**config.mk**
```make
export PLATFORM = sky130hd
export DESIGN_NAME = core_ifetch
export DESIGN_NICKNAME = d
export VERILOG_FILES = /design/src/rtl/core_ifetch_pkg.sv /design/src/rtl/core_sync_fifo.sv /design/src/rtl/core_ifetch.sv
export SDC_FILE = /design/constraint.sdc
export NUM_CORES = 1
export LEC_CHECK = 0
export CORE_UTILIZATION = 45
export CTS_CLUSTER_DIAMETER = 150
export DETAILED_ROUTE_END_ITERATION = 10
export GPL_TIMING_DRIVEN = 0
export PLACE_DENSITY_LB_ADDON = 0.25
export SKIP_CTS_REPAIR_TIMING = 1
export SLEW_MARGIN = 10
export SYNTH_ARGS = -nofsm -noshare
export SYNTH_HDL_FRONTEND = slang
export SYNTH_SLANG_ARGS = --single-unit
```
**constraint.sdc**
```tcl
create_clock -name CLK -period 8 [get_ports CLK]
set_clock_uncertainty 0.1 [all_clocks]
set_input_delay 1.6 -clock CLK [delete_from_list [all_inputs] [get_ports CLK]]
set_output_delay 1.6 -clock CLK [all_outputs]
set_load 0.02 [all_outputs]
```
**src/rtl/core_ifetch_pkg.sv**
```systemverilog
// rtl/core_ifetch_pkg.sv - shared constants, fetch entry type and PC helpers for the fetch front end
package core_ifetch_pkg;

  localparam int          XLEN             = 32;
  localparam logic [1:0]  AXI_RESP_OKAY    = 2'b00;
  localparam logic [1:0]  AXI_RESP_SLVERR  = 2'b10;
  localparam logic [1:0]  AXI_RESP_DECERR  = 2'b11;
  localparam logic [31:0] DEFAULT_RESET_PC = 32'h0000_0000;

  // One prefetch buffer entry as seen by decode
  typedef struct packed {
    logic [XLEN-1:0] pc;
    logic [XLEN-1:0] data;
    logic            err;
  } fetch_entry_t;

  // Instructions are word aligned; low address bits are ignored
  function automatic logic [XLEN-1:0] align_pc(input logic [XLEN-1:0] pc);
    return {pc[XLEN-1:2], 2'b00};
  endfunction

endpackage

```
**src/rtl/core_sync_fifo.sv**
```systemverilog
// rtl/core_sync_fifo.sv - synchronous FIFO with flush, used for prefetch data and in-order PC tags
module core_sync_fifo #(
  parameter int WIDTH = 32,
  parameter int DEPTH = 4,
  parameter int CW    = $clog2(DEPTH + 1)
) (
  input  logic             i_clk,
  input  logic             i_rst,
  input  logic             i_push,
  input  logic [WIDTH-1:0] i_wdata,
  input  logic             i_pop,
  input  logic             i_flush,
  output logic [WIDTH-1:0] o_rdata,
  output logic             o_full,
  output logic             o_empty,
  output logic [CW-1:0]    o_count
);

  localparam int PW = (DEPTH > 1) ? $clog2(DEPTH) : 1;

  logic [WIDTH-1:0] r_mem [DEPTH];
  logic [PW-1:0]    r_wr_ptr;
  logic [PW-1:0]    r_rd_ptr;
  logic [CW-1:0]    r_count;
  logic             w_pop;

  function automatic logic [PW-1:0] ptr_inc(input logic [PW-1:0] p);
    return (32'(p) == DEPTH - 1) ? '0 : p + PW'(1);
  endfunction

  // Caller guarantees no push into a full FIFO unless it pops in the same cycle
  assign w_pop   = i_pop & (r_count != '0);
  assign o_rdata = r_mem[r_rd_ptr];
  assign o_full  = (r_count == CW'(DEPTH));
  assign o_empty = (r_count == '0);
  assign o_count = r_count;

  // Storage, pointers and occupancy; flush empties without touching storage
  always_ff @(posedge i_clk) begin
    if (i_rst) begin
      r_wr_ptr <= '0;
      r_rd_ptr <= '0;
      r_count  <= '0;
      for (int i = 0; i < DEPTH; i++) r_mem[i] <= '0;
    end else if (i_flush) begin
      r_wr_ptr <= '0;
      r_rd_ptr <= '0;
      r_count  <= '0;
    end else begin
      if (i_push) begin
        r_mem[r_wr_ptr] <= i_wdata;
        r_wr_ptr        <= ptr_inc(r_wr_ptr);
      end
      if (w_pop) r_rd_ptr <= ptr_inc(r_rd_ptr);
      case ({i_push, w_pop})
        2'b10:   r_count <= r_count + CW'(1);
        2'b01:   r_count <= r_count - CW'(1);
        default: r_count <= r_count;
      endcase
    end
  end

endmodule

```
**src/rtl/core_ifetch.sv**
```systemverilog
// rtl/core_ifetch.sv - AXI4-Lite instruction fetch front end with prefetch buffer and redirect flush
module core_ifetch
  import core_ifetch_pkg::*;
#(
  parameter int          AXI_AWIDTH      = 32,
  parameter int          AXI_DWIDTH      = 32,
  parameter int          FIFO_DEPTH      = 4,
  parameter int          MAX_OUTSTANDING = 2,
  parameter logic [31:0] RESET_PC        = DEFAULT_RESET_PC
) (
  input  logic                  CLK,
  input  logic                  RST,
  output logic [AXI_AWIDTH-1:0] IMEM_AXI_ARADDR,
  output logic                  IMEM_AXI_ARVALID,
  input  logic                  IMEM_AXI_ARREADY,
  input  logic [AXI_DWIDTH-1:0] IMEM_AXI_RDATA,
  input  logic [1:0]            IMEM_AXI_RRESP,
  input  logic                  IMEM_AXI_RVALID,
  output logic                  IMEM_AXI_RREADY,
  input  logic                  REDIR_VALID,
  input  logic [31:0]           REDIR_PC,
  output logic                  INSTR_VALID,
  input  logic                  INSTR_READY,
  output logic [31:0]           INSTR_DATA,
  output logic [31:0]           INSTR_PC,
  output logic                  INSTR_ERR
);

  localparam int OW = $clog2(MAX_OUTSTANDING + 1);
  localparam int CW = $clog2(FIFO_DEPTH + 1);

  logic                  r_arvalid;
  logic [AXI_AWIDTH-1:0] r_araddr;
  logic                  r_rready;
  logic [XLEN-1:0]       r_fetch_pc;
  logic [OW-1:0]         r_outstanding;
  logic [OW-1:0]         r_drop_cnt;

  logic                  w_ar_hs;
  logic                  w_rbeat;
  logic                  w_keep_beat;
  logic                  w_drop_beat;
  logic                  w_pop;
  logic                  w_issue;
  logic [31:0]           w_out_eff;
  logic [31:0]           w_tag_eff;
  logic [31:0]           w_cnt_eff;

  logic                  w_pf_push;
  logic                  w_pf_full;
  logic                  w_pf_empty;
  logic [CW-1:0]         w_pf_count;
  fetch_entry_t          w_pf_wdata;
  fetch_entry_t          w_pf_rdata;

  logic                  w_tag_push;
  logic                  w_tag_full;
  logic                  w_tag_empty;
  logic [OW-1:0]         w_tag_count;
  logic [XLEN-1:0]       w_tag_pc;

  assign w_ar_hs     = r_arvalid & IMEM_AXI_ARREADY;
  assign w_rbeat     = IMEM_AXI_RVALID & r_rready;
  assign w_drop_beat = w_rbeat & (r_drop_cnt != '0);
  // A beat landing in the redirect cycle belongs to the old stream and is discarded
  assign w_keep_beat = w_rbeat & (r_drop_cnt == '0) & ~REDIR_VALID & ~w_tag_empty;
  assign w_pop       = ~w_pf_empty & INSTR_READY;

  assign w_pf_wdata = '{pc: w_tag_pc, data: IMEM_AXI_RDATA, err: |IMEM_AXI_RRESP};
  assign w_pf_push  = w_keep_beat & (~w_pf_full | w_pop);
  assign w_tag_push = w_issue & (~w_tag_full | w_keep_beat);

  // Credit check on next-cycle occupancy so a completing beat frees its slot
  // immediately, which is what sustains one fetch per cycle.
  always_comb begin
    w_out_eff = 32'(r_outstanding) - 32'(w_rbeat);
    w_tag_eff = 32'(w_tag_count) - 32'(w_keep_beat);
    w_cnt_eff = 32'(w_pf_count) + 32'(w_keep_beat) - 32'(w_pop);
    w_issue   = ~REDIR_VALID
              & (~r_arvalid | w_ar_hs)
              & (r_drop_cnt == '0)
              & (w_out_eff < 32'(MAX_OUTSTANDING))
              & (w_tag_eff < 32'(MAX_OUTSTANDING))
              & ((w_out_eff + w_cnt_eff) < 32'(FIFO_DEPTH));
  end

  // AR channel, fetch address and in-flight bookkeeping
  always_ff @(posedge CLK) begin
    if (RST) begin
      r_arvalid     <= 1'b0;
      r_araddr      <= RESET_PC[AXI_AWIDTH-1:0];
      r_rready      <= 1'b0;
      r_fetch_pc    <= RESET_PC;
      r_outstanding <= '0;
      r_drop_cnt    <= '0;
    end else begin
      r_rready <= 1'b1;
      if (w_issue) begin
        r_arvalid <= 1'b1;
        r_araddr  <= r_fetch_pc[AXI_AWIDTH-1:0];
      end else if (w_ar_hs) begin
        r_arvalid <= 1'b0;
      end
      // r_fetch_pc is the address of the next AR to raise, so a pending AR
      // keeps its own ARADDR while a redirect retargets future fetches.
      if (REDIR_VALID) r_fetch_pc <= align_pc(REDIR_PC);
      else if (w_issue) r_fetch_pc <= r_fetch_pc + 32'd4;
      r_outstanding <= r_outstanding + OW'(w_issue) - OW'(w_rbeat);
      if (REDIR_VALID) r_drop_cnt <= r_outstanding - OW'(w_rbeat);
      else if (w_drop_beat) r_drop_cnt <= r_drop_cnt - OW'(1);
    end
  end

  core_sync_fifo #(
    .WIDTH ($bits(fetch_entry_t)),
    .DEPTH (FIFO_DEPTH)
  ) u_prefetch (
    .i_clk   (CLK),
    .i_rst   (RST),
    .i_push  (w_pf_push),
    .i_wdata (w_pf_wdata),
    .i_pop   (w_pop),
    .i_flush (REDIR_VALID),
    .o_rdata (w_pf_rdata),
    .o_full  (w_pf_full),
    .o_empty (w_pf_empty),
    .o_count (w_pf_count)
  );

  core_sync_fifo #(
    .WIDTH (XLEN),
    .DEPTH (MAX_OUTSTANDING)
  ) u_tag_queue (
    .i_clk   (CLK),
    .i_rst   (RST),
    .i_push  (w_tag_push),
    .i_wdata (r_fetch_pc),
    .i_pop   (w_keep_beat),
    .i_flush (REDIR_VALID),
    .o_rdata (w_tag_pc),
    .o_full  (w_tag_full),
    .o_empty (w_tag_empty),
    .o_count (w_tag_count)
  );

  assign IMEM_AXI_ARADDR  = r_araddr;
  assign IMEM_AXI_ARVALID = r_arvalid;
  assign IMEM_AXI_RREADY  = r_rready;
  assign INSTR_VALID      = ~w_pf_empty;
  assign INSTR_DATA       = w_pf_rdata.data;
  assign INSTR_PC         = w_pf_rdata.pc;
  assign INSTR_ERR        = w_pf_rdata.err;

endmodule

```
==> metrics.txt, run 1 <==
simple logic cell fraction of the synthesized area=16.3%; Die Footprint=39,000 um2; initial core utilization=45.7%; Final ANT Viol Nets=0; GRT overflow=0; max frequency=0.164 GHz; max cap viols=0; #FFs+latches synth=between 300 and 400; async set-reset flop share out of synthesis=0%; die height=between 150 and 200 um; dominant synthesized flop cell=edfxtp_1; leakage=roughly 7.4 nW; CP top delay family=adder cells; Mapped Cells=~1,300; Rel. slew slack=32.4%; post-synthesis mux area share=10.3%; final setup fails=0; vias in the first global route=between 10,000 and 15,000; Hold WC Path Type=flip-flop to flip-flop; sequential element share of the synthesized area=63.8%; CTS tree=built; # diodes=0; min Tclk post-route=6.11 ns; Least-Margin Pin Slew=1.01 ns; DR vias=11,100; post-synthesis compound-gate area fraction=roughly 4.3%; area of placed instances=19,700 um2; Die Width=roughly 200 um; post-synth top area share=54.5%; Mapped Avg Cell Area=roughly 13 um2; Adder-Cell Fraction of Synth Area=1.62%; Final GP Congestion=0.880; R2R cell count=19; post-synth top area cell=edfxtp_1; Row Count=around 70; VDD IR max=0.151 mV; met1 GRT Util=29.1%; clock input transition at the sequential cells of the worst setup and hold paths=0.06 ns; CP Data Required Time=8.36 ns; Num CTS Buffers=42; synth top area cells=edfxtp_1 54%, dfxtp_1 9.3%, mux4_2 8.3%; pins over their slew limit=0; period utilization=76.4%; Crit path depth=18; H-tree lvl count=2; Ys Warns=0; cell area after layout=21,000 um2; clk_lat worst skew=about 0.55 ns; initial antenna violation count=0; Yosys cell types=65; gr usage total=21.4%; vias per cell=5.41; Post-Synth XOR/XNOR Area=0.611%; initial drt markers=1,005; synthesis-to-finish area growth=22.4%; Slowest cell on crit path=clkdlybuf4s50_1; first drt pass iteration count=5; RSZ-0062 raised after global routing=no; share of layout cells above drive strength 1=11.7%; gr busiest metal=met2; DP HPWL=27,200 um; outcome=finished clean; CP peak stage delay=0.47 ns; critical path endpoint category=flip-flop; Top Ports=172; synthesized area=17,200 um2; WP buf/inv=6; Setup CP Type=input pin to flip-flop; hold depth=2; clk root buf=clkbuf_16; Post-synth EDFFs=312; CP most frequent cell=ha_1; Tot Pwr=approximately 4.6 mW; Worst Hold Margin=0.354 ns; Clock Sinks=just under 400; crit-path max FO=10; met3 Use GR=3.52%; CP cell instances=clkdlybuf4s50_1, and4b_1, o21ai_0, ha_1, inv_1, ha_1, fa_1, xnor2_1, ha_1, o41ai_1, and4_1, buf_2, buf_2, buf_2, inv_1, ha_1, or3_1, a21oi_1; core region area=37,700 um2; global-route wire length before repair=63,300 um; met2 Use GR=35.1%; buffers added on ports=between 150 and 200; Worst setup SP type=input pin; PwrDens=217 nW/um2; Final Hold Vio Count=0; routed len/inst=20.0 um; WP data arrival=6.47 ns; DR DRC count=0; layout net count=1,611; Bufs on Longest Clock Path=3; pin count of the biggest net entering global routing=53; DRT Wirelength=41,100 um; largest family of logic cells by synthesized area=simple AND/OR/NAND/NOR gates
## state kept, by name, indices dropped and copies added (netlist names), 2 cells and up, named ones only
| signal | count |
|---|---|
| u_tag_queue.o_count | 2 |
| u_prefetch.o_count | 3 |
| r_fetch_pc | 30 |
| u_prefetch.r_rd_ptr | 2 |
| u_prefetch.r_mem | 252 |
| u_tag_queue.r_mem | 60 |
| r_drop_cnt | 2 |
| r_outstanding | 2 |
| IMEM_AXI_ARADDR | 30 |
| u_prefetch.r_wr_ptr | 2 |
## cell families (layout without fill, tap and decap cells)
kind of cell,after synthesis,count (layout)
adder cells (fa/ha/maj),21,21
XOR/XNOR,12,12
flip-flops,392,392
other,1,5
multiplexers,98,98
AND/OR/NAND/NOR,537,537
AO/OA/AOI/OAI,113,113
buffers and inverters,125,369
## area by class of cell
class | instances | area, um2
repair buffers | 171 | 1790
flip-flops and latches | 392 | 11000
well taps | 511 | 639
fillers | 3115 | 16600
plain buffers | 99 | 435
clock inverters | 21 | 181
inverters | 26 | 97.6
multi-input cells | 786 | 5750
clock buffers | 52 | 1170
## path summary, 6_finish.rpt
check                                   startpoint                     end  slack (ns)
worst max-delay path                   REDIR_VALID  u_tag_queue.o_count[1]        1.89
worst min-delay path            IMEM_AXI_ARADDR[3]      IMEM_AXI_ARADDR[3]        0.35
worst max register to register       r_drop_cnt[0]  u_tag_queue.o_count[1]        2.92
worst min register to register  IMEM_AXI_ARADDR[3]      IMEM_AXI_ARADDR[3]        0.35
## through the flow
step	setup slack [ns]	utilization (%)	instances	setup TNS [ns]
after floorplan	0.681	-	1303	0
after global placement	-3.61	51.8	1979	-267.36
after detailed placement	1.34	52.3	1985	0
after CTS	1.89	55.9	2058	0
after global routing	1.62	55.9	2058	0
final	1.89	55.9	2058	0
## synth_stat cells (all sizes together), types with 5 or more instances
master and n:
a21oi 40, a31oi 14, a32oi 8, and2 155, and3 37, and4 8, buf 46, clkbuf 53
dfxtp 80, edfxtp 312, ha 19, inv 26, mux2i 31, mux4 63, nand2 89, nand3 21
nand4 14, nor2 154, nor2b 5, nor3 8, nor4 7, o211ai 5, o21ai 15, or3 16
xnor2 7, xor2 5
## routing by layer
metal	vias up	part of all wire, %
met5	-	0
met4	0	2.2
met3	61	7.2
met2	440	48
met1	5439	43
li1	5197	-
## cells in the final DEF, fill, tap and decap left out, types with 13 or more instances in the layout
cell type and n:
mux2i_1 31, nand2_1 85, mux4_2 63, nand3_1 21
a21oi_1 40, ha_1 19, inv_1 24, clkbuf_16 46
nor2_1 154, dfxtp_1 80, edfxtp_1 312, and2_1 155
clkbuf_1 58, or3_1 16, buf_2 32, a31oi_1 14
and3_1 37, o21ai_0 13, clkdlybuf4s50_1 165, nand4_1 14
## worst register-to-register path: cells and delay by family, from the launching register on
family          cells  cell delay (ns)
fa+ha+maj           6             1.76
buf+inv             6             1.08
simple gates        3             0.94
compound gates      3             0.70
flops               1             0.30
xor+xnor            1             0.14
## where the power goes
part	internal [mW]	switching, mW	total (mW)
registers	2.27	0.0369	2.31
clock network	1.14	0.787	1.92
logic	0.129	0.194	0.324
Power figures use the tool's default switching activity.
==> run 2, diff against run 1 <==
==> constraint.sdc (replaced) <==
create_clock -name CLK -period 6.3 [get_ports CLK]
set_clock_uncertainty 0.1 [all_clocks]
set_input_delay 1.26 -clock CLK [delete_from_list [all_inputs] [get_ports CLK]]
set_output_delay 1.26 -clock CLK [all_outputs]
set_load 0.02 [all_outputs]
==> run 2 against run 1 <==
Net effect: final area shrank 0.26%; setup slack lost 1.3 ns; global-route usage decreased by 0.34 points; hold slack better by 0.0054 ns; non-clock buffer count up 1; core utilization decreased by 0.14 points; wire length fell by 1.8%; largest cell class unchanged; die area did not move.
==> metrics.txt, run 2 (synthesis gave the netlist of run 1 again) <==
outcome=finished clean; WP data arrival=6.06 ns; max frequency=0.174 GHz; first drt pass iteration count=5; footprint of the multi-input gates=5750 um2; Final ANT Viol Nets=0; placed cells=1,986; die height=approximately 200 um; Non-Filler Instances=2,062; VDD IR max=0.177 mV; Setup CP Type=input pin to flip-flop; max reg flops=roughly 250; DRT Wirelength=40,400 um; CP most frequent cell=ha_1; CTS tree=built; commonest non-fill, non-tap cells in the layout=312 x edfxtp_1, 165 x clkdlybuf4s50_1, 155 x and2_1; Top Ports=~170; clock input transition at the sequential cells of the worst setup and hold paths=0.06 ns; crit-path max FO=10; area of placed instances=19,700 um2; CP cell instances=clkdlybuf4s50_1, and4b_1, o21ai_0, ha_1, inv_1, ha_1, fa_1, xnor2_1, ha_1, nand2b_1, mux2_1, and4_1, inv_2, buf_6, buf_2, buf_2, ha_1, inv_1, ha_1, xor2_1, xnor2_1, nor2_1; max cap viols=0; RSZ-0062 raised after global routing=no; Die Footprint=about 39,000 um2; pin count of the biggest net entering global routing=between 50 and 60; commonest non-fill, non-tap cell in the layout=edfxtp_1; Top reg by flops=u_prefetch.r_mem; routed len/inst=roughly 20 um; Least-Margin Pin Slew=1.03 ns; CP Data Required Time=6.61 ns; min Tclk post-route=5.75 ns; clk_lat worst skew=0.55 ns; DP HPWL=27,200 um; share of layout cells above drive strength 1=11.3%; Reg area=11,000 um2; PwrDens=roughly 270 nW/um2; DR vias=11,100; Worst setup SP type=input pin; leakage=7.36 nW; Num CTS Buffers=42; DR DRC count=0; synthesis-to-finish area growth=22.1%; vias per cell=5.38; # diodes=0; final setup fails=0; Die Width=a little under 200 um; period utilization=91.3%; Final GP Congestion=0.895; core region area=37,700 um2; Worst Hold Margin=0.360 ns; initial antenna violation count=0; vias in the first global route=11,200; buffers added on ports=165; cell area after layout=approximately 21,000 um2; Post-Place Setup Slack=about 0.0086 ns; initial core utilization=between 40 and 50%; Hold WC Path Type=flip-flop to flip-flop; pins over their slew limit=0; Bufs on Longest Clock Path=3; Final Util=a little under three fifths; Tot Pwr=5.64 mW; global-route wire length before repair=62,900 um; biggest regs=u_prefetch.r_mem: 252 flops, u_tag_queue.r_mem: 60 flops; initial drt markers=986; CP peak stage delay=0.48 ns; final setup TNS=0 ns; layout net count=about 1,600; Row Count=71; Rel. slew slack=between 30% and 40%; Clock Sinks=392; H-tree lvl count=2; # fillers=3,142; critical path endpoint category=flip-flop; GRT overflow=0; gr usage total=21.0%; clk root buf=clkbuf_16; Final Hold Vio Count=0; final worst slack=0.547 ns; Slowest cell on crit path=clkdlybuf4s50_1
run 2: cell count changes in the layout (fill, tap and decap cells not counted), sizes merged:
cell / before / now
bufinv: 3 / 1
clkinvlp: 1 / 0
buf: 52 / 53
clkinv: 15 / 21
run 2: worst paths after layout:
path | slack, ns | startpoint | endpoint | depth (start not counted)
setup reg to reg | 1.23 | r_drop_cnt[0] | r_outstanding[1] | 23
setup / recovery | 0.55 | REDIR_VALID | r_outstanding[1] | 22
hold / removal | 0.36 | IMEM_AXI_ARADDR[5] | IMEM_AXI_ARADDR[5] | 2
hold reg to reg | 0.36 | IMEM_AXI_ARADDR[5] | IMEM_AXI_ARADDR[5] | 2
run 2: area by class of cell:
class	instances	share of cell area (%)
sequential	392	52.3
multi-input combinational	786	27.4
timing repair buffer	172	8.75
clock buffer	52	5.29
tap	511	3.05
buffer	99	2.07
clock inverter	24	0.709
inverter	26	0.465
run 2: metal layers:
layer | up-vias | wire length (um) | global-route usage, %
met3 | 76 | 2900 | 3.38
met2 | 444 | 19500 | 35.1
li1 | 5199 | - | -
met4 | 0 | 902 | 5.60
met1 | 5376 | 17100 | 28.5
met5 | - | 0 | 0
run 2: worst max-delay path, delay by kind of cell:
family	cells	cell delay [ns]
buffers and inverters	7	1.50
and+or+nand+nor	4	0.65
adders and majority gates	6	1.70
AOI/OAI and AO/OA	1	0.19
muxes	1	0.28
xor gates and xnor gates	3	0.46
run 2: power breakdown:
| part | total [mW] | leakage (nW) | internal (mW) | switching (mW) |
|---|---|---|---|---|
| sequential | 2.93 | 3.88 | 2.89 | 0.0467 |
| combinational | 0.414 | 2.86 | 0.167 | 0.247 |
| clock | 2.29 | 0.616 | 1.29 | 1.00 |
| total | 5.64 | 7.36 | 4.35 | 1.30 |
